[src/rtl/uart_program_loader_if.sv]
// ITCM write port driven by the program loader.
// Handshake: itcm_we is a one-cycle valid strobe; the ITCM is always ready, so
// every cycle with itcm_we=1 is one accepted write of itcm_wdata at itcm_addr.
interface uart_program_loader_if #(
   parameter int ADDR_WIDTH = 12
) ();
   logic                  itcm_we;
   logic [ADDR_WIDTH-1:0] itcm_addr;
   logic [31:0]           itcm_wdata;

   modport master (output itcm_we, output itcm_addr, output itcm_wdata);
   modport slave  (input  itcm_we, input  itcm_addr, input  itcm_wdata);
endinterface

[src/rtl/uart_program_loader.sv]
// Boot loader: receives an 8N1 UART program image (16-bit LE word count, then
// LE 32-bit words), writes each word to the ITCM and releases core_hold once
// the whole image has been written.
module uart_program_loader #(
   parameter int CLKS_PER_BIT = 1476,
   parameter int ADDR_WIDTH   = 12,
   parameter int MAX_WORDS    = 1024
) (
   input  logic                  clk,
   input  logic                  rst,
   input  logic                  uart_rx,
   uart_program_loader_if.master itcm,
   output logic                  core_hold,
   output logic                  load_done,
   output logic                  frame_error,
   output logic [1:0]            dbg_rx_state,
   output logic [2:0]            dbg_ld_state
);
   localparam int CW   = $clog2(CLKS_PER_BIT + 1);
   localparam int HALF = CLKS_PER_BIT / 2;
   localparam int WW   = $clog2(MAX_WORDS + 1);

   localparam logic [1:0] RX_IDLE  = 2'd0;
   localparam logic [1:0] RX_START = 2'd1;
   localparam logic [1:0] RX_DATA  = 2'd2;
   localparam logic [1:0] RX_STOP  = 2'd3;

   // L_LAST is the single cycle in which the final itcm_we is visible, so that
   // load_done/core_hold change one cycle after the last write.
   localparam logic [2:0] L_CNT_LO = 3'd0;
   localparam logic [2:0] L_CNT_HI = 3'd1;
   localparam logic [2:0] L_DATA   = 3'd2;
   localparam logic [2:0] L_LAST   = 3'd3;
   localparam logic [2:0] L_DONE   = 3'd4;

   logic          rx_meta, rx_sync, rx_prev;
   logic [1:0]    rx_state;
   logic [CW-1:0] clk_cnt;
   logic [2:0]    bit_idx;
   logic [7:0]    rx_shift;
   logic          byte_valid, frame_pulse;

   logic [2:0]    ld_state;
   logic [7:0]    n_lo;
   logic [WW-1:0] n_eff, word_idx;
   logic [1:0]    byte_idx;
   logic [23:0]   word_lo;
   logic [15:0]   n_full;
   logic [WW-1:0] n_clamp;

   assign dbg_rx_state = rx_state;
   assign dbg_ld_state = ld_state;

   // Word count as it stands once the high byte arrives, clamped to ITCM size.
   always_comb begin
      n_full  = {rx_shift, n_lo};
      n_clamp = (32'(n_full) > MAX_WORDS) ? WW'(MAX_WORDS) : WW'(n_full);
   end

   // Two-flop synchronizer plus previous-sample flop for falling-edge detect.
   always_ff @(posedge clk) begin
      if (rst) begin
         rx_meta <= 1'b1;
         rx_sync <= 1'b1;
         rx_prev <= 1'b1;
      end else begin
         rx_meta <= uart_rx;
         rx_sync <= rx_meta;
         rx_prev <= rx_sync;
      end
   end

   // UART receiver: mid-bit sampling, one-cycle byte_valid / frame_pulse.
   always_ff @(posedge clk) begin
      if (rst) begin
         rx_state    <= RX_IDLE;
         clk_cnt     <= '0;
         bit_idx     <= '0;
         rx_shift    <= '0;
         byte_valid  <= 1'b0;
         frame_pulse <= 1'b0;
      end else begin
         byte_valid  <= 1'b0;
         frame_pulse <= 1'b0;
         case (rx_state)
            RX_IDLE: begin
               clk_cnt <= '0;
               if (rx_prev && !rx_sync) rx_state <= RX_START;
            end
            RX_START: begin
               if (clk_cnt == CW'(HALF - 1)) begin
                  clk_cnt  <= '0;
                  bit_idx  <= '0;
                  rx_state <= rx_sync ? RX_IDLE : RX_DATA;
               end else begin
                  clk_cnt <= clk_cnt + 1'b1;
               end
            end
            RX_DATA: begin
               if (clk_cnt == CW'(CLKS_PER_BIT - 1)) begin
                  clk_cnt  <= '0;
                  rx_shift <= {rx_sync, rx_shift[7:1]};
                  if (bit_idx == 3'd7) rx_state <= RX_STOP;
                  else                 bit_idx  <= bit_idx + 1'b1;
               end else begin
                  clk_cnt <= clk_cnt + 1'b1;
               end
            end
            default: begin
               if (clk_cnt == CW'(CLKS_PER_BIT - 1)) begin
                  clk_cnt     <= '0;
                  byte_valid  <= rx_sync;
                  frame_pulse <= !rx_sync;
                  rx_state    <= RX_IDLE;
               end else begin
                  clk_cnt <= clk_cnt + 1'b1;
               end
            end
         endcase
      end
   end

   // Loader: word count, word assembly, ITCM writes and core release.
   always_ff @(posedge clk) begin
      if (rst) begin
         ld_state        <= L_CNT_LO;
         n_lo            <= '0;
         n_eff           <= '0;
         word_idx        <= '0;
         byte_idx        <= '0;
         word_lo         <= '0;
         itcm.itcm_we    <= 1'b0;
         itcm.itcm_addr  <= '0;
         itcm.itcm_wdata <= '0;
         core_hold       <= 1'b1;
         load_done       <= 1'b0;
         frame_error     <= 1'b0;
      end else begin
         itcm.itcm_we <= 1'b0;
         if (frame_pulse) frame_error <= 1'b1;
         if (ld_state == L_LAST) begin
            ld_state  <= L_DONE;
            core_hold <= 1'b0;
            load_done <= 1'b1;
         end else if (frame_pulse) begin
            // A corrupted byte invalidates the whole image unless already done.
            if (ld_state != L_DONE) begin
               ld_state <= L_CNT_LO;
               word_idx <= '0;
               byte_idx <= '0;
            end
         end else if (byte_valid) begin
            case (ld_state)
               L_CNT_LO: begin
                  n_lo     <= rx_shift;
                  ld_state <= L_CNT_HI;
               end
               L_CNT_HI: begin
                  n_eff <= n_clamp;
                  if (n_clamp == '0) begin
                     ld_state  <= L_DONE;
                     core_hold <= 1'b0;
                     load_done <= 1'b1;
                  end else begin
                     ld_state <= L_DATA;
                  end
               end
               L_DATA: begin
                  case (byte_idx)
                     2'd0: word_lo[7:0]   <= rx_shift;
                     2'd1: word_lo[15:8]  <= rx_shift;
                     2'd2: word_lo[23:16] <= rx_shift;
                     default: begin
                        itcm.itcm_we    <= 1'b1;
                        itcm.itcm_wdata <= {rx_shift, word_lo};
                        itcm.itcm_addr  <= ADDR_WIDTH'({word_idx, 2'b00});
                        word_idx        <= word_idx + 1'b1;
                        if (word_idx == n_eff - 1'b1) ld_state <= L_LAST;
                     end
                  endcase
                  byte_idx <= byte_idx + 1'b1;
               end
               default: ;
            endcase
         end
      end
   end
endmodule
[src/flat_wrapper.sv]
// flat-port wrapper written by rule: the top's interface ports become plain ports
module uart_program_loader_flat 
#(
   parameter int CLKS_PER_BIT = 1476,
   parameter int ADDR_WIDTH   = 12,
   parameter int MAX_WORDS    = 1024
)
  (clk, rst, uart_rx, core_hold, load_done, frame_error, dbg_rx_state, dbg_ld_state, itcm_itcm_we, itcm_itcm_addr, itcm_itcm_wdata);
  uart_program_loader_if #(.ADDR_WIDTH(ADDR_WIDTH)) itcm_i ();
  input  logic clk;
  input  logic rst;
  input  logic uart_rx;
  output logic core_hold;
  output logic load_done;
  output logic frame_error;
  output logic [1:0] dbg_rx_state;
  output logic [2:0] dbg_ld_state;
  output wire logic [$bits(itcm_i.itcm_we)-1:0] itcm_itcm_we;
  output wire logic [$bits(itcm_i.itcm_addr)-1:0] itcm_itcm_addr;
  output wire logic [$bits(itcm_i.itcm_wdata)-1:0] itcm_itcm_wdata;
  assign itcm_itcm_we = itcm_i.itcm_we;
  assign itcm_itcm_addr = itcm_i.itcm_addr;
  assign itcm_itcm_wdata = itcm_i.itcm_wdata;
  uart_program_loader #(.CLKS_PER_BIT(CLKS_PER_BIT), .ADDR_WIDTH(ADDR_WIDTH), .MAX_WORDS(MAX_WORDS)) u_core (.clk(clk), .rst(rst), .uart_rx(uart_rx), .itcm(itcm_i), .core_hold(core_hold), .load_done(load_done), .frame_error(frame_error), .dbg_rx_state(dbg_rx_state), .dbg_ld_state(dbg_ld_state));
endmodule
[config.mk]
export PLATFORM = sky130hd
export DESIGN_NAME = uart_program_loader_flat
export DESIGN_NICKNAME = d
export VERILOG_FILES = /design/src/rtl/uart_program_loader_if.sv /design/src/rtl/uart_program_loader.sv /design/src/flat_wrapper.sv
export SDC_FILE = /design/constraint.sdc
export NUM_CORES = 1
export LEC_CHECK = 0
export ABC_CLOCK_PERIOD_IN_PS = 2600
export CAP_MARGIN = 20
export CELL_PAD_IN_SITES_DETAIL_PLACEMENT = 1
export CELL_PAD_IN_SITES_GLOBAL_PLACEMENT = 2
export CORE_UTILIZATION = 25
export CTS_CLUSTER_SIZE = 30
export DETAILED_ROUTE_END_ITERATION = 6
export PLACE_DENSITY = 0.7
export SLEW_MARGIN = 40
export SYNTH_ARGS = -nofsm -noshare
export SYNTH_HDL_FRONTEND = slang
export SYNTH_SLANG_ARGS = --single-unit
[constraint.sdc]
create_clock -name clk -period 2.6 [get_ports clk]
set_clock_uncertainty 0.05 [all_clocks]
set_input_delay 0.26 -clock clk [delete_from_list [all_inputs] [get_ports clk]]
set_output_delay 0.26 -clock clk [all_outputs]
set_load 0.02 [all_outputs]
Word-level counts from Yosys, hierarchy flattened
Cells that the tools add are included.

Multiplexer cells: 43. Bitwise operators: 6. Magnitude comparators: 1. Eq/ne operators: 25. Reduce and logical (&&, ||, !) cells: 34. Add/sub/neg operators: 5.

Operators by type and width (count): $mux 11 (8); $reduce_and 5->1 (8); $mux 3 (10); $add 11x1->11 const B (2); $pmux 11 s2 (1); $mux 2 (10); $reduce_and 4->1 (5); $gt 16x11->1 const B (1); $reduce_bool 2->1 (6); $eq 11x10->1 const B (1); $eq 11x11->1 (1); $eq 11x11->1 const B (1); $logic_not 11->1 (1); $mux 1 (11); $sub 11x1->11 const B (1); $ne 2x1->1 const B (5); $reduce_or 5->1 (2); $pmux 3 s3 (1); $eq 3x2->1 const B (2); $ne 2x2->1 const B (3); $ne 3x3->1 const B (2); $not 1->1 (6); $pmux 2 s3 (1); $pmux 3 s2 (1); 20 further kinds (24).

Register bits: 134. Output and inout port bits: 53. Bits of input ports: 3. Word-level logic and storage cells: 138.

Depth between registers and ports, before layout
Gate-level depths: netlist of run 1.

Depth in word-level cells: 8. Mapped depth: 8. Gate-level depth less buffers: 7.

Worst setup path after synthesis of run 1
OpenSTA, ideal clock, no wires.

Path kind: register -> register. Start: reg u_core.rx_shift[7]. End: reg u_core.core_hold. Stages on the path, launching flop included: 7. Arrival: 1.768 ns. Library setup time: 0.114 ns. Data required time: 2.436 ns. Period minus slack after synthesis: 1.932 ns. Path slack: 0.668 ns. Path buffers: 1. Cell sequence: dfxtp_1 > buf_6 > or4_4 > or3_4 > nor4_4 > o21ai_2 > a21o_1.

Word-level cells in the longest chain between the ends: 5.

RTL lines: start: declaration (RTL line uart_program_loader.sv:40) `logic [7:0] rx_shift;`; start signal: assignment (RTL line uart_program_loader.sv:102) `rx_shift <= {rx_sync, rx_shift[7:1]};`; $gt 16x11->1 (RTL line uart_program_loader.sv:57) `n_clamp = (32'(n_full) > MAX_WORDS) ? WW'(MAX_WORDS) : WW'(n_full);`; $mux 11 (RTL line uart_program_loader.sv:57); $logic_not 11->1 (RTL line uart_program_loader.sv:160) `if (n_clamp == '0) begin`; $reduce_bool 2->1 (no line); $reduce_and 4->1 (no line); end signal: assignment (RTL line uart_program_loader.sv:135) `core_hold <= 1'b1;`; end signal: assignment (RTL line uart_program_loader.sv:143) `core_hold <= 1'b0;`; end signal: assignment (RTL line uart_program_loader.sv:162) `core_hold <= 1'b0;`; end: declaration (RTL line uart_program_loader.sv:13) `output logic core_hold,`.

No other way between the ends. A chain may end at the register's enable or synchronous reset.

Worst setup path after layout of run 1
Start: reg u_core.clk_cnt[0]. End: reg u_core.rx_shift[4].

Word-level cells in the longest chain between the ends: 2.

RTL lines: start: declaration (RTL line uart_program_loader.sv:38) `logic [CW-1:0] clk_cnt;`; start signal: assignment (RTL line uart_program_loader.sv:96) `clk_cnt <= clk_cnt + 1'b1;`; start signal: assignment (RTL line uart_program_loader.sv:106) `clk_cnt <= clk_cnt + 1'b1;`; start signal: assignment (RTL line uart_program_loader.sv:116) `clk_cnt <= clk_cnt + 1'b1;`; $eq 11x11->1 (RTL line uart_program_loader.sv:100) `if (clk_cnt == CW'(CLKS_PER_BIT - 1)) begin`; $reduce_and 2->1 (no line).

No other way between the ends.

==> impl_summary.txt, run 1 <==
----------------------------------------------------
[Clocking]
  # clock sinks ... 134
  Number of clock buffers inserted by TritonCTS ... 17
  Clock tree from TritonCTS ... yes
  Total of cells resized after clock tree synthesis ... 0
  Clock buffer depth ... 2
  CTS clock-pin slew for the worst setup and hold paths ... 0.06 ns
  Root Buffer ... sky130_fd_sc_hd__clkbuf_16
  Number of buffers inserted for hold repair after clock tree synthesis ... 0
  Clock latency at the later pin of the worst-skew pair ... 0.42 ns
  H-Tree Depth ... 4
  Count of buffers added by post-CTS timing repair for setup ... 0

[Setup path]
  Critical Path Start Type ... flop
  Arr. time, crit path ... 2.46 ns
  Top delay family on crit path ... simple AND/OR/NAND/NOR gates
  WS Path Type ... flop to flop
  Endpoint kind of the worst setup timing path ... flop
  Required time at the endpoint of the critical path ... 2.85 ns
  Library cell contributing the largest single delay on the critical path ... sky130_fd_sc_hd__and2_1
  Peak per-stage delay on the critical path ... 0.50 ns
  Worst-path maximum fanout ... 8
  Crit path cell chain ... ha_1, nor4bb_1, and4_1, and2_1, mux2i_1, nor2_1
  Critical path buffers and inverters ... 0

[Placed design]
  Placed cell count ... 990
  Final Wtd Congestion ... 0.803
  Total half-perimeter wirelength after legalization and detailed placement ... 11100 microns
  Count of buffers from port buffering ... 53

[Logic synthesis]
  Biggest area consumer among synthesized cells ... sky130_fd_sc_hd__dfxtp_1
  Async set-or-reset flop fraction in the synthesized netlist ... 0
  Main area contributors after synthesis ... sky130_fd_sc_hd__dfxtp_1, sky130_fd_sc_hd__nand2_1, sky130_fd_sc_hd__a21oi_1, sky130_fd_sc_hd__nand3_1, sky130_fd_sc_hd__nor2_1
  #FFs+latches synth ... 134
  Dominant register cell in the synthesized netlist ... sky130_fd_sc_hd__dfxtp_1
  Proportion of synthesized chip area in sequential cells ... 0.472
  Gate Count Post-Synth ... 692
  Syn. warnings ... 0
  Number of synthesized flops with an enable pin ... 0
  Netlist cell types ... 58
  Mapped cell area ... 5680 sq um
  Area fraction of the dominant cell type after synthesis ... 0.472
  Mean instance size in the synthesized netlist ... 8.21 sq um

[Floorplanning]
  Standard cell core area ... 22000 sq um
  I/O pin count ... 56
  Die ar. ... 23300 sq um
  Initial core utilization ... 0.258
  Row count ... 54
  Die boundary width ... 153 microns
  Vertical extent of the die ... 153 microns

[STA]
  Final min period ... 2.22 ns
  Final hold violation count ... 0
  Maximum operating frequency ... 0.451 GHz
  Count of pins over their slew limit ... 0
  RSZ-0062 raised after global routing ... no
  Tightest Pin Transition ... 0.568 ns
  Setup violators final ... 0
  Max transition margin ... 0.621
  TNS Setup ... 0 ns
  Final Cycle Share ... 0.852
  Hold Slack ... 0.151 ns

[Route]
  Post-route DRC ... 2
  Routed vias ... 4883
  Violation count after the first detailed-routing iteration ... 163
  DRT antenna net count ... 0
  Number of vias per cell ... 4.79
  Final wirelength ... 16000 microns
  Post-DR wirelength/cell ... 15.7 microns
  Drt first pass iters ... 6

[Layout]
  Layout cells sized above 1 ... 0.0744
  Fin cells ... 1019
  Filler instances ... 2618
  Area of all sequential standard cells ... 2680 sq um
  Antenna diode count ... 0
  Area of the multi-input gates ... 2740 sq um
  Area growth from synthesis to layout ... 23.4%
  Number of nets in the layout ... 742
  Util after Layout ... 0.319

[Job]
  Max Cap Viol ... 0

[Global route]
  Aggregate global-route resource usage ... 0.144
  Wire length of the first global-routing pass ... 26700 microns
  Initial antenna violation count ... 0
  Number of global-route vias before repair ... 5140
  Remaining global-route overflow ... 0
  Pin count of the biggest net entering global routing ... 95

[Power]
  Worst VDD drop ... 0.431 mV
  Power consumption ... 4.29 mW
  Lkg Pwr ... 2.34 nW
  Power density relative to cell area ... 612 nW/um^2

[Outcome]
  Result of the run ... finished, violations left
  Violated checks ... design-rule violations

[Hold path]
  Min-Delay Path Class ... input port to flop

----------------------------------------------------
## kinds of logic (layout without fill, tap and decap cells)
family,count (synthesis),in the layout,synth area share
compound gates,128,128,0.131
fa+ha+maj,10,10,0.0220
mux,15,15,0.0266
other cells,1,2,0.000660
simple gates,316,316,0.264
flops,134,134,0.472
buf+inv,64,110,0.0464
xor+xnor,24,24,0.0370
## cell type report
type | count | share of cell area
Clock buffer | 20 | 0.0622
Clock inverter | 9 | 0.0118
Inverter | 14 | 0.00749
Multi-Input combinational cell | 495 | 0.391
Sequential cell | 134 | 0.382
Tap cell | 280 | 0.0499
Timing Repair Buffer | 67 | 0.0956
## synth_stat cells, types with 2 or more instances
cell type / n
sky130_fd_sc_hd__nand4_1: 7
sky130_fd_sc_hd__nor3b_1: 3
sky130_fd_sc_hd__a21o_1: 3
sky130_fd_sc_hd__and3_1: 12
sky130_fd_sc_hd__nor4b_1: 3
sky130_fd_sc_hd__a31o_2: 3
sky130_fd_sc_hd__a22oi_1: 3
sky130_fd_sc_hd__a41o_1: 2
sky130_fd_sc_hd__nor4bb_1: 3
sky130_fd_sc_hd__mux2i_1: 14
sky130_fd_sc_hd__and4_1: 2
sky130_fd_sc_hd__or3_1: 4
sky130_fd_sc_hd__a21oi_1: 94
sky130_fd_sc_hd__dfxtp_1: 134
sky130_fd_sc_hd__inv_1: 14
sky130_fd_sc_hd__buf_4: 2
sky130_fd_sc_hd__nor2_1: 42
sky130_fd_sc_hd__nor3_1: 10
sky130_fd_sc_hd__xnor2_1: 16
sky130_fd_sc_hd__clkbuf_1: 39
sky130_fd_sc_hd__nor2b_1: 6
sky130_fd_sc_hd__nand3b_1: 3
sky130_fd_sc_hd__and2_1: 3
sky130_fd_sc_hd__nand3_1: 49
sky130_fd_sc_hd__or2_2: 3
sky130_fd_sc_hd__nand2b_1: 7
sky130_fd_sc_hd__xor2_1: 8
sky130_fd_sc_hd__ha_1: 10
sky130_fd_sc_hd__nor4_1: 3
sky130_fd_sc_hd__o21ai_0: 7
sky130_fd_sc_hd__a211oi_1: 3
sky130_fd_sc_hd__buf_2: 7
sky130_fd_sc_hd__o211ai_1: 2
sky130_fd_sc_hd__nand2_1: 147
## layer usage
| layer | global-route usage | vias up | wire length (microns) |
|---|---|---|---|
| met5 | 0 | - | 0 |
| met4 | 0.0582 | 0 | 340 |
| met3 | 0.0364 | 27 | 460 |
| met2 | 0.242 | 75 | 7660 |
| met1 | 0.176 | 2355 | 7550 |
| li1 | - | 2426 | - |
## registers in the layout (all words and copies together) (netlist names), 3 cells and up
name,cells
u_core.rx_shift,8
u_core.itcm.itcm_wdata,32
u_core.clk_cnt,11
u_core.word_lo,24
u_core.n_eff,11
u_core.itcm.itcm_addr,10
u_core.word_idx,11
u_core.dbg_ld_state,3
u_core.n_lo,8
u_core.bit_idx,3
## metrics by stage
step / setup WS (ns) / cell area, sq um
4_1_cts: 0.367 / 7020
2_1_floorplan: 0.668 / 5690
3_5_place_dp: 0.382 / 6500
3_3_place_gp: 0.488 / 6500
6_report: 0.385 / 7020
5_1_grt: 0.191 / 7020
## worst register-to-register path, delay by kind of cell, from the launching register on
family | cells | cell delay (ns)
flip-flops | 1 | 0.40
adder cells (fa/ha/maj) | 1 | 0.22
AND/OR/NAND/NOR | 4 | 1.15
multiplexers | 1 | 0.26
## report_power, final
| group | total (mW) | internal (mW) | switching, mW | leakage, nW |
|---|---|---|---|---|
| clock network | 2.17 | 1.29 | 0.883 | 0.252 |
| logic | 0.0559 | 0.0130 | 0.0429 | 1.01 |
| registers | 2.06 | 2.06 | 0.00330 | 1.08 |
| total | 4.29 | 3.36 | 0.929 | 2.34 |
## cell usage in the layout (no fill, tap or decap), types with 4 or more instances in the layout
cell,n
sky130_fd_sc_hd__xnor2_1,16
sky130_fd_sc_hd__a21oi_1,94
sky130_fd_sc_hd__o21ai_0,7
sky130_fd_sc_hd__buf_4,12
sky130_fd_sc_hd__clkdlybuf4s50_1,52
sky130_fd_sc_hd__nand2b_1,7
sky130_fd_sc_hd__nand3_1,49
sky130_fd_sc_hd__or3_1,4
sky130_fd_sc_hd__nor2b_1,6
sky130_fd_sc_hd__clkbuf_16,17
sky130_fd_sc_hd__mux2i_1,14
sky130_fd_sc_hd__clkinv_2,4
sky130_fd_sc_hd__ha_1,10
sky130_fd_sc_hd__nand4_1,7
sky130_fd_sc_hd__xor2_1,8
sky130_fd_sc_hd__nor3_1,10
sky130_fd_sc_hd__nor2_1,42
sky130_fd_sc_hd__and3_1,12
sky130_fd_sc_hd__dfxtp_1,134
sky130_fd_sc_hd__nand2_1,147
sky130_fd_sc_hd__inv_1,14
## final timing paths
kind	start	end	slack [ns]	depth (start not counted)
max	u_core.clk_cnt[0]	u_core.rx_shift[4]	0.38	6
min	rst	u_core.n_eff[1]	0.15	2
max reg2reg	u_core.clk_cnt[0]	u_core.rx_shift[4]	0.38	6
min reg2reg	u_core.rx_meta	u_core.rx_sync	0.36	1
No activity file was read; power rests on OpenSTA's default activity.
==> run 2, diff against run 1 <==
Settings changed: PLACE_DENSITY 0.7 to 0.66.
==> run 2 against run 1 <==
  * The run still ends with design-rule violations left
  * Sequential cell count unchanged
  * Die area did not move
  * Via count shrank 1.1%
  * Register-to-register slack better by 0.07 ns
  * Non-clock buffer count down 1
  * Critical endpoint unchanged
  * Highest routed layer unchanged
==> impl_summary.txt, run 2 (synthesized netlist as in run 1, its figures left out) <==
----------------------------------------------------
[Outcome]
  Result of the run ... finished, violations left
  Violated checks ... design-rule violations

[Layout]
  Area growth from synthesis to layout ... 26.2%
  Final non-filler cell area ... 7170 sq um
  Antenna diode count ... 0
  Largest registers in the final layout ... u_core.itcm.itcm_wdata (32), u_core.word_lo (24)
  Leading cell type in the layout, fill and taps excluded ... sky130_fd_sc_hd__nand2_1
  Layout cells sized above 1 ... 0.0810
  Number of nets in the layout ... 741
  Util after Layout ... 0.326
  Filler instances ... 2580
  Fin cells ... 1021
  Register containing the most flip-flops in the final layout ... u_core.itcm.itcm_wdata
  Max reg flops ... 32
  Commonest non-fill, non-tap cells in the layout ... sky130_fd_sc_hd__nand2_1, sky130_fd_sc_hd__dfxtp_1, sky130_fd_sc_hd__a21oi_1

[STA]
  TNS Setup ... 0 ns
  Setup violators final ... 0
  Count of pins over their slew limit ... 0
  Maximum operating frequency ... 0.465 GHz
  Final hold violation count ... 0
  Final min period ... 2.15 ns
  Final Cycle Share ... 0.827
  Tightest Pin Transition ... 0.578 ns
  Hold Slack ... 0.215 ns
  RSZ-0062 raised after global routing ... no
  Max transition margin ... 0.615
  Final worst-path setup slack ... 0.451 ns

[Setup path]
  Worst-path maximum fanout ... 8
  Endpoint kind of the worst setup timing path ... flop
  Critical path buffers and inverters ... 0
  Crit path cell chain ... ha_1, nor4bb_1, and4_1, and2_1, mux2i_1, nor2_1
  WS Path Type ... flop to flop
  Critical Path Start Type ... flop
  Peak per-stage delay on the critical path ... 0.46 ns
  Arr. time, crit path ... 2.40 ns
  Top delay family on crit path ... simple AND/OR/NAND/NOR gates
  Library cell contributing the largest single delay on the critical path ... sky130_fd_sc_hd__and2_1
  Required time at the endpoint of the critical path ... 2.85 ns

[Floorplanning]
  Die boundary width ... 153 microns
  Die ar. ... 23300 sq um
  I/O pin count ... 56
  Standard cell core area ... 22000 sq um
  Row count ... 54
  Initial core utilization ... 0.258
  Vertical extent of the die ... 153 microns

[Clocking]
  Number of clock buffers inserted by TritonCTS ... 17
  Count of buffers added by post-CTS timing repair for setup ... 0
  Number of buffers inserted for hold repair after clock tree synthesis ... 0
  Clock tree from TritonCTS ... yes
  Clock latency at the later pin of the worst-skew pair ... 0.42 ns
  Clock buffer depth ... 2
  H-Tree Depth ... 4
  CTS clock-pin slew for the worst setup and hold paths ... 0.06 ns
  Root Buffer ... sky130_fd_sc_hd__clkbuf_16
  # clock sinks ... 134
  Total of cells resized after clock tree synthesis ... 0

[Power]
  Psw ... 1.01 mW
  Switching share of power ... 0.201
  Clock Power Share ... 0.578
  Logic gate share of total power ... 0.011
  Power consumption ... 5.01 mW
  Share of total power in sequential cells ... 0.412
  Worst VDD drop ... 0.599 mV
  Internal power summed over all cells ... 4.00 mW
  Lkg Pwr ... 2.41 nW
  Power density relative to cell area ... 698 nW/um^2

[Placed design]
  Worst slack after detailed placement ... 0.425 ns
  Placed cell count ... 989
  Total half-perimeter wirelength after legalization and detailed placement ... 11100 microns
  Final Wtd Congestion ... 0.776
  Cell Area, Placed ... 6460 sq um
  Count of buffers from port buffering ... 53

[Route]
  Number of vias per cell ... 4.73
  Drt first pass iters ... 7
  Violation count after the first detailed-routing iteration ... 236
  Post-route DRC ... 3
  Routed vias ... 4828
  DRT antenna net count ... 0
  Final wirelength ... 15900 microns
  Post-DR wirelength/cell ... 15.6 microns

[Hold path]
  Min-Delay Path Class ... input port to flop

[Global route]
  Initial antenna violation count ... 0
  Pin count of the biggest net entering global routing ... 48
  Wire length of the first global-routing pass ... 26800 microns
  Number of global-route vias before repair ... 5120
  Remaining global-route overflow ... 0
  Aggregate global-route resource usage ... 0.145

[Job]
  Max Cap Viol ... 0

----------------------------------------------------
run 2: cell type report:
type,count,area [sq um],area share
well taps,280,350,0.0488
multi-input cells,495,2740,0.382
repair buffers,66,638,0.0890
inverters,14,52.6,0.00733
flip-flops and latches,134,2680,0.374
clock buffers,18,439,0.0612
clock inverters,14,269,0.0375
run 2: per-layer routing:
metal / global-route usage / routed length, microns / share of wire
met4: 0.0481 / 178 / 0.011
met5: 0 / 0 / 0
met1: 0.172 / 7480 / 0.47
met2: 0.255 / 7930 / 0.50
met3: 0.0341 / 357 / 0.022
run 2: final timing paths:
path              cells past startpoint                 end               from  slack [ns]
hold / removal                        2     u_core.n_eff[0]                rst        0.22
setup reg to reg                      6  u_core.rx_shift[4]  u_core.clk_cnt[0]        0.45
setup / recovery                      6  u_core.rx_shift[4]  u_core.clk_cnt[0]        0.45
hold reg to reg                       1      u_core.rx_sync     u_core.rx_meta        0.37
run 2: power by group through the flow:
stage | Sequential, mW | Combinational (mW) | Clock [mW]
6_report | 2.06 | 0.0545 | 2.89
5_1_grt | 2.06 | 0.0611 | 3.08
4_1_cts | 2.06 | 0.0563 | 2.97
3_5_place_dp | 2.11 | 0.0562 | 0
3_3_place_gp | 2.11 | 0.0540 | 0
2_1_floorplan | 2.10 | 0.0406 | 0
